==> src/rtl/frame_rr_arbiter_if.sv <==
// Frame-stream bundle between PORT_COUNT ingress queues, the round-robin arbiter
// and the shared egress register stage.
interface frame_rr_arbiter_if #(
  parameter int PORT_COUNT = 4,
  parameter int WORD_WIDTH = 64
);
  logic [PORT_COUNT-1:0]            in_valid;
  logic [PORT_COUNT-1:0]            in_ready;
  logic [PORT_COUNT*WORD_WIDTH-1:0] in_data;
  logic [PORT_COUNT-1:0]            in_last;
  logic                             out_valid;
  logic                             out_ready;
  logic [WORD_WIDTH-1:0]            out_data;
  logic                             out_last;
  logic [PORT_COUNT-1:0]            grant;
  logic                             busy;

  // Source/sink side: drives requests and downstream ready.
  modport master (
    output in_valid, in_data, in_last, out_ready,
    input  in_ready, out_valid, out_data, out_last, grant, busy
  );

  // Arbiter side.
  modport slave (
    input  in_valid, in_data, in_last, out_ready,
    output in_ready, out_valid, out_data, out_last, grant, busy
  );
endinterface

==> src/rtl/frame_rr_arbiter.sv <==
// Round-robin frame arbiter: locks one port from first to last word of a frame
// and forwards its words through a single registered output stage.
module frame_rr_arbiter #(
  parameter int PORT_COUNT = 4,
  parameter int WORD_WIDTH = 64
) (
  input  logic              clock,
  input  logic              clear,
  frame_rr_arbiter_if.slave bus
);
  localparam int PW = (PORT_COUNT > 1) ? $clog2(PORT_COUNT) : 1;

  typedef enum logic {IDLE, LOCKED} state_t;

  state_t                                 state, state_nxt;
  logic [PW-1:0]                          ptr, ptr_nxt, gidx, gidx_nxt, sel_idx;
  logic [PORT_COUNT-1:0]                  grant_q, grant_nxt, xfer_vec;
  logic                                   sel_found, out_free, xfer, xfer_last;
  logic [PORT_COUNT-1:0][WORD_WIDTH-1:0]  port_data;
  logic                                   out_valid_q, out_last_q;
  logic [WORD_WIDTH-1:0]                  out_data_q;

  function automatic logic [PW-1:0] wrap_add(input logic [PW-1:0] a, input int b);
    int s;
    s = int'(a) + b;
    if (s >= PORT_COUNT) s -= PORT_COUNT;
    return PW'(s);
  endfunction

  assign port_data = bus.in_data;
  assign out_free  = ~out_valid_q | bus.out_ready;
  // clear gates ready so a requester never sees a word accepted that reset discards
  assign bus.in_ready = (state == LOCKED && !clear) ? (grant_q & {PORT_COUNT{out_free}}) : '0;
  assign xfer_vec  = bus.in_valid & bus.in_ready;
  assign xfer      = |xfer_vec;
  assign xfer_last = |(xfer_vec & bus.in_last);

  // Descending scan so the lowest offset from ptr wins.
  always_comb begin
    sel_found = 1'b0;
    sel_idx   = '0;
    for (int k = PORT_COUNT-1; k >= 0; k--) begin
      if (bus.in_valid[wrap_add(ptr, k)]) begin
        sel_found = 1'b1;
        sel_idx   = wrap_add(ptr, k);
      end
    end
  end

  always_comb begin
    state_nxt = state;
    grant_nxt = grant_q;
    gidx_nxt  = gidx;
    ptr_nxt   = ptr;
    case (state)
      IDLE: if (sel_found) begin
        state_nxt = LOCKED;
        gidx_nxt  = sel_idx;
        grant_nxt = PORT_COUNT'(1) << sel_idx;
      end
      LOCKED: if (xfer_last) begin
        state_nxt = IDLE;
        grant_nxt = '0;
        ptr_nxt   = wrap_add(gidx, 1);
      end
      default: state_nxt = IDLE;
    endcase
  end

  always_ff @(posedge clock) begin
    if (clear) begin
      state       <= IDLE;
      ptr         <= '0;
      gidx        <= '0;
      grant_q     <= '0;
      out_valid_q <= 1'b0;
      out_last_q  <= 1'b0;
      out_data_q  <= '0;
    end else begin
      state   <= state_nxt;
      ptr     <= ptr_nxt;
      gidx    <= gidx_nxt;
      grant_q <= grant_nxt;
      // Load beats drain, so a word can enter while the previous one leaves.
      if (xfer) begin
        out_valid_q <= 1'b1;
        out_data_q  <= port_data[gidx];
        out_last_q  <= bus.in_last[gidx];
      end else if (out_valid_q && bus.out_ready) begin
        out_valid_q <= 1'b0;
      end
    end
  end

  assign bus.out_valid = out_valid_q;
  assign bus.out_data  = out_data_q;
  assign bus.out_last  = out_last_q;
  assign bus.grant     = grant_q;
  assign bus.busy      = (state == LOCKED);
endmodule

==> src/flat_wrapper.sv <==
// flat-port wrapper written by rule: the top's interface ports become plain ports
module frame_rr_arbiter_flat 
#(
  parameter int PORT_COUNT = 4,
  parameter int WORD_WIDTH = 64
)
  (clock, clear, bus_in_valid, bus_in_data, bus_in_last, bus_out_ready, bus_in_ready, bus_out_valid, bus_out_data, bus_out_last, bus_grant, bus_busy);
  frame_rr_arbiter_if #(.PORT_COUNT(PORT_COUNT), .WORD_WIDTH(WORD_WIDTH)) bus_i ();
  input  logic clock;
  input  logic clear;
  input wire logic [$bits(bus_i.in_valid)-1:0] bus_in_valid;
  input wire logic [$bits(bus_i.in_data)-1:0] bus_in_data;
  input wire logic [$bits(bus_i.in_last)-1:0] bus_in_last;
  input wire logic [$bits(bus_i.out_ready)-1:0] bus_out_ready;
  output wire logic [$bits(bus_i.in_ready)-1:0] bus_in_ready;
  output wire logic [$bits(bus_i.out_valid)-1:0] bus_out_valid;
  output wire logic [$bits(bus_i.out_data)-1:0] bus_out_data;
  output wire logic [$bits(bus_i.out_last)-1:0] bus_out_last;
  output wire logic [$bits(bus_i.grant)-1:0] bus_grant;
  output wire logic [$bits(bus_i.busy)-1:0] bus_busy;
  assign bus_i.in_valid = bus_in_valid;
  assign bus_i.in_data = bus_in_data;
  assign bus_i.in_last = bus_in_last;
  assign bus_i.out_ready = bus_out_ready;
  assign bus_in_ready = bus_i.in_ready;
  assign bus_out_valid = bus_i.out_valid;
  assign bus_out_data = bus_i.out_data;
  assign bus_out_last = bus_i.out_last;
  assign bus_grant = bus_i.grant;
  assign bus_busy = bus_i.busy;
  frame_rr_arbiter #(.PORT_COUNT(PORT_COUNT), .WORD_WIDTH(WORD_WIDTH)) u_core (.clock(clock), .clear(clear), .bus(bus_i));
endmodule
==> config.mk <==
export PLATFORM = sky130hd
export DESIGN_NAME = frame_rr_arbiter_flat
export DESIGN_NICKNAME = d
export VERILOG_FILES = /design/src/rtl/frame_rr_arbiter_if.sv /design/src/rtl/frame_rr_arbiter.sv /design/src/flat_wrapper.sv
export SDC_FILE = /design/constraint.sdc
export NUM_CORES = 1
export LEC_CHECK = 0
export BUFFER_PORTS_ARGS = -buffer_cell sky130_fd_sc_hd__buf_2
export CAP_MARGIN = 40
export CORE_AREA = 2 2 132 134
export CTS_CLUSTER_SIZE = 16
export DETAILED_ROUTE_END_ITERATION = 16
export DIE_AREA = 0 0 134 136
export SLEW_MARGIN = 5
export SYNTH_ARGS = -nofsm -noshare
export SYNTH_HDL_FRONTEND = slang
export SYNTH_SLANG_ARGS = --single-unit
==> constraint.sdc <==
create_clock -name clock -period 1.9 [get_ports clock]
set_input_delay 0.095 -clock clock [delete_from_list [all_inputs] [get_ports clock]]
set_output_delay 0.095 -clock clock [all_outputs]
set_load 0.02 [all_outputs]
==> After elaboration in Yosys (flattened, before gate mapping) <==
Index checks and enable logic that the tools add are counted.
{ "totals": {"register_bits": 75, "inputBits": 267, "out_inout_bits": 75, "word_cells": 78} }
{ "op_classes": {"addsub": 9, "magnitude_cmp": 10, "eq_ne": 2, "shifts": 1, "n_mux": 34, "n_bitwise": 6, "n_reduce_logical": 9} }
{ "op_table": {"columns": ["operator", "count"], "rows": [
  ["binary-select mux 64 bit (select 2 bit)", 1],
  ["two-way mux 64 bit", 1],
  ["two-way mux 2 bit", 9],
  ["< comparator 2 x 3 -> 1 bit (second input constant)", 5],
  ["two-way mux 1 bit", 13],
  ["bitwise AND 4 bit", 3],
  [">= comparator 3 bit (second input constant)", 4],
  ["two-way mux 4 bit", 3],
  ["binary-select mux 1 bit (select 2 bit)", 5],
  ["subtractor 2 x 1 -> 2 bit (second input constant)", 5],
  ["case mux 4 bit (2 select lines)", 1],
  ["OR reduction 4 bit", 2],
  ["adder 2 x 1 -> 3 bit (second input constant)", 2],
  ["adder 2 x 2 -> 3 bit (second input constant)", 2],
  ["AND reduction 2 bit", 3],
  ["left shift 1 x 2 -> 4 bit (first input constant)", 1],
  [">= comparator 2 x 3 -> 1 bit (second input constant)", 1],
  ["logical AND 1 bit", 2],
  ["inequality test 2 x 1 -> 1 bit (second input constant)", 1],
  ["inequality test 2 bit (second input constant)", 1],
  ["NOT 1 bit", 2],
  ["case mux 1 bit (2 select lines)", 1],
  ["nonzero test 2 bit", 1],
  ["logical NOT 1 bit", 1],
  ["bitwise OR 1 bit", 1]
]} }

==> Depth between registers and ports, before layout <==
{ "depth": {"depth_word": 12, "depth_mapped": 6, "depth_no_buf": 4} }

==> Least setup slack after synthesis <==
OpenSTA, ideal clock, no wires.
{ "synth_path": {"kind": "flip-flop to flip-flop", "startpoint": "register u_core.gidx[0]", "endpoint": "register u_core.out_data_q[55], in the netlist u_core.bus.out_data[55]", "setup_time_ns": 0.132, "arrival_ns": 1.389, "path_slack_ns": 0.379, "stages_incl_launch_ff": 7, "cell_sequence": "dfxtp_1 > buf_2 > buf_6 > buf_4 > mux4_2 > nand2_1 > a21oi_1"} }
{ "synth_via": {"elab_chain_len": 2} }
{ "synth_lines": {"columns": ["element", "line_no", "source"], "rows": [
  ["from (decl)", "frame_rr_arbiter.sv:16", "logic [PW-1:0] ptr, ptr_nxt, gidx, gidx_nxt, sel_idx;"],
  ["from (signal assigned)", "frame_rr_arbiter.sv:82", "gidx <= gidx_nxt;"],
  ["binary-select mux 64 bit (select 2 bit)", "frame_rr_arbiter.sv:87", "out_data_q <= port_data[gidx];"],
  ["two-way mux 64 bit (not written as such)", "frame_rr_arbiter.sv:87", null],
  ["to (signal assigned)", "frame_rr_arbiter.sv:87", null],
  ["to (decl)", "frame_rr_arbiter.sv:21", "logic [WORD_WIDTH-1:0] out_data_q;"]
]} }
Every way passes these cells. The select of a mux whose other input is x is not followed.
A chain may end at the register's enable or synchronous reset.

==> Worst setup path after layout <==
{ "layout_path": {"startpoint": "register u_core.gidx[0]", "endpoint": "register u_core.out_data_q[37], in the netlist u_core.bus.out_data[37]"} }
Same word-level chain as after synthesis.

==> summary.md <==
| Metric | Value |
|---|---|
| Final Critical Period | `1.52 ns` |
| Drt wl/cell | `16.8 um` |
| Number of CTS-inserted buffers | `9` |
| Post-CTS sizing | `0` |
| Area occupied by multi-input gates | `2660 um^2` |
| Buf/Inv on CP | `1` |
| Area Overhead vs Synth | `51.6%` |
| Die width | `134 um` |
| Initial DRC count | `220` |
| Initial antenna violation count | `1` |
| RD Place Congestion | `0.811` |
| Req. time, crit path | `2.10 ns` |
| Final setup vio count | `0` |
| # nets final | `1019` |
| Ys Warns | `0` |
| Worst-skew pair later-pin latency | `0.34 ns` |
| Largest net degree at the start of global routing | `68` |
| Worst Path Max Fanout | `37` |
| Root buf cell | `clkbuf_16` |
| Clock Skew | `0.00702 ns` |
| Total Routing Usage GR | `17.5%` |
| I/O pins | `342` |
| Crit path cell chain | `buf_12 > mux4_2 > nand2_1 > a21oi_1` |
| Slew Viols, Final | `0` |
| Final Hold Viols | `0` |
| Core area | `16900 um^2` |
| Commonest non-fill, non-tap cell in the layout | `buf_2` |
| Peak Freq | `0.658 GHz` |
| Register Area | `1510 um^2` |
| Layout cells sized above 1 | `58.5%` |
| Setup TNS | `0 ns` |
| Worst-Margin Slew | `0.451 ns` |
| Mean Syn Cell Area | `10.2 um^2` |
| Antenna-violating nets left | `0` |
| Drt total wl | `16.5 mm` |
| Hold Path Class | `in -> reg` |
| Commonest cells after routing, fill and taps aside | `341 x buf_2, 131 x nand2_1, 73 x dfxtp_1` |
| Synth Net Count | `693` |
| Pre-antenna DRT Iters | `4` |
| CTS Buffer Depth | `2` |
| Clock transition at path regs | `0.06 ns` |
| Max H-tree Level | `3` |
| Status | `complete, no violations` |
| Die ar. | `18200 um^2` |
| FP Rows | `48` |
| Final core utilization | `39.2%` |
| Total grt overflow | `0` |
| WHS | `0.226 ns` |
| Routed vias | `4653` |
| Synth Instances | `426` |
| CP startpoint kind | `flip-flop` |
| Worst path max stage delay | `0.57 ns` |
| # diodes | `0` |
| Slew headroom | `70.0%` |
| Initial Util | `25.9%` |
| CTS tree | `done` |
| Setup CP Type | `reg -> reg` |
| Post-CTS Hold Buffers | `0` |
| Crit share post-route | `79.9%` |
| Drt via density | `4.74` |
| Drt drc | `0` |
| Critical Path AT | `1.72 ns` |
| Synth cell types | `34` |
| DP HPWL | `12.6 mm` |
| Die Y | `136 um` |
| Num Clock Sinks | `75` |
| Hold_sp | `bus_in_data[44]` |
| CP max-delay cell | `mux4_2` |
| Vias in the first global route | `4609` |
| Global-route wire length before repair | `24.6 mm` |
| RSZ-0062 raised after global routing | `no` |
| Delay-heaviest family, CP | `multiplexers` |
| Max Cap Viol | `0` |
| Port Buf Inserts | `341` |
| FILL cells | `1746` |
| FF+latch count, synth | `75` |
| Peak supply drop | `0.423 mV` |
| Power Dens Cells | `631 nW/um^2` |
| Leak pwr | `2.88 nW` |
| Crit path from | `u_core.gidx[0]` |
| Area of the mapped netlist | `4360 um^2` |
| Critical Path Sink Type | `flip-flop` |
| Register area share after synthesis | `34.4%` |
| R2R Path Start | `u_core.gidx[0]` |
| Post-CTS setup buffers | `0` |
## worst paths after layout
kind / depth (start not counted) / endpoint / slack, ns
worst max register to register: 4 / u_core.bus.out_data[37] / 0.38
worst max-delay path: 4 / u_core.bus.out_data[37] / 0.38
worst min register to register: 2 / u_core.bus.out_data[16] / 0.45
worst min-delay path: 4 / u_core.bus.out_data[44] / 0.23
## cell type report
| cell class | count | share of cell area [%] |
|---|---|---|
| flip-flops and latches | 75 | 22.8 |
| multi-input cells | 311 | 40.2 |
| clock buffers | 11 | 3.84 |
| clock inverters | 5 | 0.549 |
| inverters | 3 | 0.170 |
| repair buffers | 352 | 28.2 |
| well taps | 225 | 4.26 |
## synth_stat cells (all sizes together)
master | number | area (um^2)
nand2 | 131 | 492
xnor2 | 1 | 8.76
nor2 | 3 | 11.3
nand4 | 1 | 6.26
o211a | 1 | 10.0
o21ai | 4 | 20.0
a21o | 1 | 7.51
and2b | 1 | 8.76
nor4 | 1 | 12.5
a22o | 4 | 35.0
o21a | 1 | 7.51
a221o | 2 | 20.0
mux4 | 65 | 1460
or4 | 1 | 11.3
o211ai | 2 | 20.0
nand3 | 4 | 20.0
and2 | 3 | 18.8
a211oi | 5 | 47.5
clkbuf | 10 | 37.5
nor3 | 1 | 5.00
a32o | 2 | 20.0
nand2b | 1 | 6.26
a21oi | 70 | 350
buf | 27 | 163
inv | 3 | 11.3
and3 | 4 | 25.0
dfxtp | 75 | 1500
nor2b | 2 | 22.5
## stage by stage
stage | power (mW) | setup WS, ns | instance area [um^2] | std cells
finish | 4.17 | 0.381 | 6620 | 982
global route | 4.39 | 0.275 | 6620 | 982
global placement | 2.55 | 0.391 | 6320 | 966
CTS | 4.26 | 0.364 | 6620 | 982
detailed placement | 2.56 | 0.374 | 6320 | 966
floorplan | 2.15 | 0.379 | 4360 | 426
## logic make-up (layout without fill, tap and decap cells)
kind of cell | count (synthesis) | count (layout) | share of synthesized area (%)
compound gates | 92 | 92 | 12.3
xor+xnor | 1 | 1 | 0.201
buf+inv | 40 | 371 | 4.85
flops | 75 | 75 | 34.4
mux | 65 | 65 | 33.6
simple gates | 153 | 153 | 14.7
## registers in the layout (all words and copies together) (netlist names)
register and cells:
u_core.bus.busy 1, u_core.bus.grant 4, u_core.bus.out_valid 1, u_core.gidx 2, u_core.bus.out_last 1, u_core.bus.out_data 64, u_core.ptr 2
## metal layers
layer	GRT usage (%)	share of wire (%)	vias up
met4	6.03	1.6	2
met3	3.77	6.5	18
li1	-	-	2227
met1	22.7	43	2236
met2	29.0	49	170
met5	0	0.079	-
## report_power, final
part           internal, mW  switching, mW  total, mW  leakage (nW)
registers              1.61         0.0264       1.64         0.608
logic                 0.495          0.388      0.883          2.14
clock network         0.964          0.687       1.65         0.133
total                  3.07           1.10       4.17          2.88
## worst register-to-register path, delay by kind of cell, from the launching register on
family	cells	cell delay, ns
buffers and inverters	1	0.29
AND/OR/NAND/NOR	1	0.08
AO/OA/AOI/OAI	1	0.05
multiplexers	1	0.59
flip-flops	1	0.37
No activity file was read; power rests on OpenSTA's default activity.
